<file path="src/rtl/imem_pkg.sv">
// imem_pkg: shared types and helpers for the instruction memory controller.
//   imem_state_t        : controller state (CLEAR, IDLE, LOAD)
//   FILL_INSTR_DEFAULT  : NOP (addi x0,x0,0), used for clear fill and faulted fetches
//   even_parity()       : even parity of a zero-extended data word
package imem_pkg;

    typedef enum logic [1:0] {
        CLEAR = 2'd0,
        IDLE  = 2'd1,
        LOAD  = 2'd2
    } imem_state_t;

    localparam logic [31:0] FILL_INSTR_DEFAULT = 32'h0000_0013;

    // Widest word the parity helper accepts; callers zero-extend to this width.
    localparam int unsigned PARITY_MAX_W = 64;

    function automatic logic even_parity(input logic [PARITY_MAX_W-1:0] data);
        return ^data;
    endfunction

endpackage

</file>
<file path="src/rtl/imem_ram.sv">
// imem_ram: DEPTH x WIDTH storage, one write port, one registered read port.
// Ports:
//   clk, reset_n        : clock, synchronous active-low reset (read register only)
//   wr_en/wr_addr/wr_data : write port, written on posedge when wr_en=1
//   rd_en/rd_addr       : read request; rd_data updates on the next posedge
//   rd_fill             : with rd_en, load FILL_WORD instead of reading the array
//   rd_data             : registered read data, FILL_WORD after reset
module imem_ram
    import imem_pkg::*;
#(
    parameter int unsigned       DEPTH     = 64,
    parameter int unsigned       WIDTH     = 32,
    parameter logic [WIDTH-1:0]  FILL_WORD = '0
) (
    input  logic                      clk,
    input  logic                      reset_n,
    input  logic                      wr_en,
    input  logic [$clog2(DEPTH)-1:0]  wr_addr,
    input  logic [WIDTH-1:0]          wr_data,
    input  logic                      rd_en,
    input  logic                      rd_fill,
    input  logic [$clog2(DEPTH)-1:0]  rd_addr,
    output logic [WIDTH-1:0]          rd_data
);

    logic [WIDTH-1:0] mem [DEPTH];

    // Write port: the array itself is never reset; the clear sequence fills it.
    always_ff @(posedge clk) begin
        if (wr_en) begin
            mem[wr_addr] <= wr_data;
        end
    end

    // Read port: a faulted request returns the fill word without touching the array.
    always_ff @(posedge clk) begin
        if (!reset_n) begin
            rd_data <= FILL_WORD;
        end else if (rd_en) begin
            rd_data <= rd_fill ? FILL_WORD : mem[rd_addr];
        end
    end

endmodule

</file>
<file path="src/rtl/imem_ctrl.sv">
// imem_ctrl: parametrised instruction memory with clear sequencer, streaming
// loader and a one-cycle registered fetch port.
// Optional feature macro: IMEM_PARITY_EN (per-word even parity, reported on fetch).
// Ports:
//   clk, reset_n                      : clock, synchronous active-low reset
//   fetch_req/fetch_addr/fetch_ready  : fetch request (byte address), accepted in IDLE
//   fetch_valid/fetch_instr/fetch_fault/parity_err : fetch response, one cycle later
//   load_start/load_base/load_count   : start a load of load_count words at load_base
//   load_valid/load_data/load_ready   : load data stream
//   load_busy/load_done               : loader status, done is a one-cycle pulse
//   parity_inject                     : corrupt stored parity of the current load beat
module imem_ctrl
    import imem_pkg::*;
#(
    parameter int unsigned      DEPTH      = 64,
    parameter int unsigned      XLEN       = 32,
    parameter logic [XLEN-1:0]  FILL_INSTR = XLEN'(FILL_INSTR_DEFAULT)
) (
    input  logic                      clk,
    input  logic                      reset_n,
    input  logic                      fetch_req,
    input  logic [XLEN-1:0]           fetch_addr,
    output logic                      fetch_ready,
    output logic                      fetch_valid,
    output logic [XLEN-1:0]           fetch_instr,
    output logic                      fetch_fault,
    input  logic                      load_start,
    input  logic [$clog2(DEPTH)-1:0]  load_base,
    input  logic [$clog2(DEPTH):0]    load_count,
    input  logic                      load_valid,
    input  logic [XLEN-1:0]           load_data,
    output logic                      load_ready,
    output logic                      load_busy,
    output logic                      load_done,
    input  logic                      parity_inject,
    output logic                      parity_err
);

    localparam int unsigned AW = $clog2(DEPTH);

`ifdef IMEM_PARITY_EN
    localparam int unsigned    MW        = XLEN + 1;
    localparam logic [MW-1:0]  FILL_WORD = {even_parity(PARITY_MAX_W'(FILL_INSTR)), FILL_INSTR};
`else
    localparam int unsigned    MW        = XLEN;
    localparam logic [MW-1:0]  FILL_WORD = FILL_INSTR;
`endif

    localparam logic [AW:0]    DEPTH_CNT = (AW+1)'(DEPTH);
    localparam logic [AW-1:0]  LAST_PTR  = AW'(DEPTH - 1);

    imem_state_t    state;
    logic [AW-1:0]  ptr;
    logic [AW:0]    remaining;

    logic           fetch_accept_c;
    logic           addr_fault_c;
    logic [AW-1:0]  fetch_index_c;
    logic           load_beat_c;
    logic [AW:0]    count_clamped_c;
    logic           wr_en_c;
    logic [MW-1:0]  wr_word_c;
    logic [MW-1:0]  rd_word;

    assign fetch_accept_c  = fetch_req && fetch_ready;
    assign fetch_index_c   = fetch_addr[AW+1:2];
    // Fault on any misalignment or any set bit above the word index.
    assign addr_fault_c    = (fetch_addr[1:0] != 2'b00) || ((fetch_addr >> (AW + 2)) != '0);
    assign load_beat_c     = load_valid && load_ready;
    assign count_clamped_c = (load_count > DEPTH_CNT) ? DEPTH_CNT : load_count;
    // Gated by reset_n so an in-flight load beat is dropped when reset arrives.
    assign wr_en_c         = reset_n && ((state == CLEAR) || load_beat_c);

    // Write word: fill pattern while clearing, stream data while loading.
    always_comb begin
        wr_word_c = FILL_WORD;
        if (state == LOAD) begin
`ifdef IMEM_PARITY_EN
            wr_word_c = {even_parity(PARITY_MAX_W'(load_data)) ^ parity_inject, load_data};
`else
            wr_word_c = load_data;
`endif
        end
    end

    // Controller FSM plus registered status/response outputs.
    always_ff @(posedge clk) begin
        if (!reset_n) begin
            state       <= CLEAR;
            ptr         <= '0;
            remaining   <= '0;
            fetch_ready <= 1'b0;
            fetch_valid <= 1'b0;
            fetch_fault <= 1'b0;
            load_ready  <= 1'b0;
            load_busy   <= 1'b1;
            load_done   <= 1'b0;
        end else begin
            load_done   <= 1'b0;
            fetch_valid <= fetch_accept_c;
            fetch_fault <= fetch_accept_c && addr_fault_c;
            case (state)
                CLEAR: begin
                    ptr <= ptr + 1'b1;
                    if (ptr == LAST_PTR) begin
                        state       <= IDLE;
                        fetch_ready <= 1'b1;
                        load_busy   <= 1'b0;
                    end
                end
                IDLE: begin
                    if (load_start) begin
                        if (count_clamped_c == '0) begin
                            load_done <= 1'b1;
                        end else begin
                            state       <= LOAD;
                            ptr         <= load_base;
                            remaining   <= count_clamped_c;
                            fetch_ready <= 1'b0;
                            load_ready  <= 1'b1;
                            load_busy   <= 1'b1;
                        end
                    end
                end
                LOAD: begin
                    if (load_beat_c) begin
                        ptr       <= ptr + 1'b1;
                        remaining <= remaining - 1'b1;
                        if (remaining == (AW+1)'(1)) begin
                            state       <= IDLE;
                            fetch_ready <= 1'b1;
                            load_ready  <= 1'b0;
                            load_busy   <= 1'b0;
                            load_done   <= 1'b1;
                        end
                    end
                end
                default: begin
                    state <= CLEAR;
                    ptr   <= '0;
                end
            endcase
        end
    end

    imem_ram #(
        .DEPTH     (DEPTH),
        .WIDTH     (MW),
        .FILL_WORD (FILL_WORD)
    ) u_ram (
        .clk     (clk),
        .reset_n (reset_n),
        .wr_en   (wr_en_c),
        .wr_addr (ptr),
        .wr_data (wr_word_c),
        .rd_en   (fetch_accept_c),
        .rd_fill (addr_fault_c),
        .rd_addr (fetch_index_c),
        .rd_data (rd_word)
    );

    assign fetch_instr = rd_word[XLEN-1:0];

`ifdef IMEM_PARITY_EN
    // Faulted responses carry the fill word with correct parity, so no error.
    assign parity_err = fetch_valid && !fetch_fault &&
                        (even_parity(PARITY_MAX_W'(rd_word[XLEN-1:0])) != rd_word[XLEN]);
`else
    logic unused_parity_inject;
    assign unused_parity_inject = parity_inject;
    assign parity_err           = 1'b0;
`endif

endmodule

</file>
<file path="config.mk">
export PLATFORM = sky130hd
export DESIGN_NAME = imem_ctrl
export DESIGN_NICKNAME = d
export VERILOG_FILES = /design/src/rtl/imem_pkg.sv /design/src/rtl/imem_ram.sv /design/src/rtl/imem_ctrl.sv
export SDC_FILE = /design/constraint.sdc
export NUM_CORES = 2
export LEC_CHECK = 0
export CAP_MARGIN = 20
export CORE_ASPECT_RATIO = 0.9
export CORE_MARGIN = 4
export CORE_UTILIZATION = 35
export CTS_CLUSTER_SIZE = 28
export DETAILED_ROUTE_END_ITERATION = 8
export PLACE_DENSITY = 0.51
export SETUP_SLACK_MARGIN = 0.5
export SLEW_MARGIN = 20
export SYNTH_ARGS = -nofsm -noshare
export SYNTH_HDL_FRONTEND = slang
export SYNTH_SLANG_ARGS = --single-unit
</file>
<file path="constraint.sdc">
create_clock -name clk -period 4.2 [get_ports clk]
set_input_delay 0.42 -clock clk [delete_from_list [all_inputs] [get_ports clk]]
set_output_delay 0.42 -clock clk [all_outputs]
set_load 0.01 [all_outputs]
</file>
==> summary.md <==
| Metric | Value |
|---|---|
| Max-cap violations | 0 |
| Worst Tran Pin Value | 1.17 ns |
| Fin Clk Skew | 0.0295 ns |
| GPL Wtd Cong | 0.772 |
| Hold Slack | 0.240 ns |
| CTS Sinks | 2101 |
| Vias/cell | 5.34 |
| Xor/xnor cell area share of the yosys netlist | 0.000432 |
| 1st-pass router iterations | 5 |
| Placed cell areas | 87800 um^2 |
| GRT Max-Usage Layer | met2 |
| Mux share of post-synthesis cell area | 0.151 |
| Worst reg2reg path endpoint | u_ram.mem[23][27]$_DFFE_PP_ |
| CP Capture Point | u_ram.mem[23][27]$_DFFE_PP_ |
| Commonest non-fill, non-tap cell in the layout | edfxtp_1 |
| CTS Buf Count | 211 |
| Die X | 515 um |
| Initial Util | 0.352 |
| Postcts setup bufs | 0 |
| Post-synth EDFFs | 2048 |
| Critical path class | flop to flop |
| Initial antenna violation count | 4 |
| Hold-fix buffers, CTS | 0 |
| # resized after CTS | 0 |
| Startpoint Class | flop |
| Crit Path Max Fanout | 22 |
| Vias post-DR | 39729 |
| Tot GR Track Use | 0.178 |
| Tmin final | 3.17 ns |
| Avg Cell Area, Syn | 21.0 um^2 |
| Synth top area share | 0.759 |
| Sequential area share after synthesis | 0.772 |
| Crit path required time | 4.69 ns |
| Met2 Usage GRT | 0.287 |
| Clock root cell | clkbuf_16 |
| Fillcell total | 20268 |
| Port Buf Inserts | 119 |
| RSZ-0062 raised after global routing | false |
| Fmax | 0.316 GHz |
| Area leader, netlist | edfxtp_1 |
| IO Count | 122 |
| Syn-to-layout area delta | 16.8% |
| Setup TNS | 0 ns |
| Reg clk slew, reported paths | 0.06 ns |
| CP arrival | 3.65 ns |
| R2R Path Start | state[0]$_SDFFE_PN0P_ |
| GR Overflow Total | 0 |
| Main flop type after synthesis | edfxtp_1 |
| #FFs+latches synth | 2101 |
| HP Class | primary input to flop |
| Total wire length | 216000 um |
| Yosys warns | 0 |
| Core ar. | 230000 um^2 |
| Worst slew margin | 0.220 |
| Full die area | 239000 um^2 |
| Clk buf depth | 3 |
| Crit share post-route | 0.754 |
| LEAKAGE | 28.9 nW |
| Layout net count | 4319 |
| ANT nets after route | 0 |
| Die Ht | 464 um |
| Simple-gate area share of the yosys netlist | 0.0259 |
| Outcome | finished clean |
| Avg WL per Cell | 29.0 um |
| Setup Viol. Count Final | 0 |
| Final Hold Fails | 0 |
| Syn Nets | 3940 |
| Met1 Use GR | 0.258 |
| PD cells | 469 nW/um^2 |
| # rows | 167 |
| Non-Filler Instances | 7441 |
| DP Wirelength | 127000 um |
| Met3 usage | 0.0260 |
| Asr flop ratio synth | 0 |
| Largest family of logic cells by synthesized area | multiplexers |
| First-pass GRT wire length | 307000 um |
| H-tree depth | 4 |
| Maximum vdd ir drop | 0.000467 V |
| Cells after DPL | 7057 |
| Worst Setup SP | state[0]$_SDFFE_PN0P_ |
| DRC violations left | 0 |
| Post-layout instance area | 94600 um^2 |
| Post-Syn Area | 81000 um^2 |
| Most frequent cells in the layout | edfxtp_1, mux4_2, mux2i_1 |
| Slack of the worst reg-to-reg path | 1.03 ns |
| Area share of fa/ha/maj cells after synthesis | 0.00108 |
| Largest net degree at the start of global routing | 65 |
| Skew-Pair Late Insertion Delay | 0.83 ns |
| Yosys cell types | 60 |
| Share of layout cells above drive strength 1 | 0.255 |
| Final Max Tran Viols | 0 |
| Vias in the first global route | 40476 |
| CTS tree | done |
| Synth top area cells | edfxtp_1, mux4_2, mux2i_1 |
| Antenna cells | 0 |
| CP Capture Type | flop |
| Compound-gate portion of the synthesized area | 0.0330 |
| Worst r2r path cells | 8 |
| Initial drt markers | 3567 |
| Synth Instances | 3850 |
[per-stage QoR]
stage	utilization	setup WS, ns	power [W]
3_3_place_gp	0.381	0.737	0.0262
5_1_grt	0.411	0.858	0.0459
4_1_cts	0.411	1.01	0.0449
6_report	0.411	1.03	0.0444
2_1_floorplan	-	1.20	0.0252
3_5_place_dp	0.381	0.720	0.0263
[worst min path at each step]
stage	start	to	slack (ns)	cells after the start
after floorplan	u_ram.rd_data[10]$_SDFFE_PN0P_	u_ram.rd_data[10]$_SDFFE_PN0P_	0.46	2
after global placement	load_busy$_SDFFE_PN1P_	load_busy$_SDFFE_PN1P_	0.47	2
after detailed placement	load_busy$_SDFFE_PN1P_	load_busy$_SDFFE_PN1P_	0.47	2
after CTS	load_count[0]	remaining[0]$_SDFFE_PN0P_	0.17	3
after global routing	load_count[0]	remaining[0]$_SDFFE_PN0P_	0.21	3
final	load_count[0]	remaining[0]$_SDFFE_PN0P_	0.24	3
[cell type report]
| class | count | area, um^2 | area share |
|---|---|---|---|
| Sequential cell | 2101 | 62600 | 0.661 |
| Multi-Input combinational cell | 1517 | 17700 | 0.187 |
| Clock buffer | 279 | 5700 | 0.0602 |
| Tap cell | 3042 | 3810 | 0.0402 |
| Timing Repair Buffer | 384 | 3740 | 0.0396 |
| Clock inverter | 104 | 1100 | 0.0116 |
| Inverter | 14 | 52.6 | 0.000555 |
[critical path, stage by stage, from the launching register on]
cell	delay (ns)
dfxtp_1	0.34
inv_1	0.11
ha_1	0.21
nand2b_1	0.12
nand2_1	0.08
nor2_1	0.36
nand3_1	0.60
nor2_4	0.67
buf_12	0.28
[metal layers]
layer	wire length, um	share of wire	up-vias
li1	-	-	16870
met1	97100	0.45	21546
met2	104000	0.48	1074
met3	10700	0.050	239
met4	3910	0.018	0
met5	0	0	-
[synth_stat cells, types with 3 or more instances]
master     count
buf_2         65
or3b_2         3
a2111oi_0     11
and4_1         3
o311ai_0      11
o41ai_1        8
nand4_1        7
clkbuf_1      79
or3_1          6
nand2_1      105
a311oi_1       8
a221oi_1      11
o221ai_1      13
a21boi_0       6
and3_1         3
nand2b_1       9
inv_1         14
nand3_1       44
buf_6         27
a2111oi_1      3
o22ai_1       46
buf_1          9
mux2_2        25
dfxtp_1       53
buf_4         35
a31oi_1        9
mux2i_1      237
o211ai_1      30
o21ai_0       38
edfxtp_1    2048
mux4_2       426
nor3_1        28
nor2b_1       45
nor2_1       124
a211oi_1      58
a22o_1        13
a22oi_1       47
nand3b_1       7
ha_1           7
a21oi_1       61
and2_1        37
nor4_1         7
[kinds of logic after synthesis]
| kind of cell | after synthesis |
|---|---|
| flops | 2101 |
| mux | 688 |
| simple gates | 434 |
| compound gates | 383 |
| buf+inv | 232 |
| fa+ha+maj | 7 |
| xor+xnor | 4 |
| other cells | 1 |
[where the power goes]
group / internal [W] / switching, W
clock: 0.0107 / 0.00791
sequential: 0.0231 / 0.000133
combinational: 0.000977 / 0.00153
[registers in the layout, indices dropped and copies added (netlist names)]
register,count
u_ram.rd_data,32
load_busy,1
fetch_fault,1
remaining,7
u_ram.mem,2048
fetch_valid,1
load_done,1
ptr,6
fetch_ready,1
state,2
load_ready,1
Note: power is estimated with default switching activity, not from simulation.
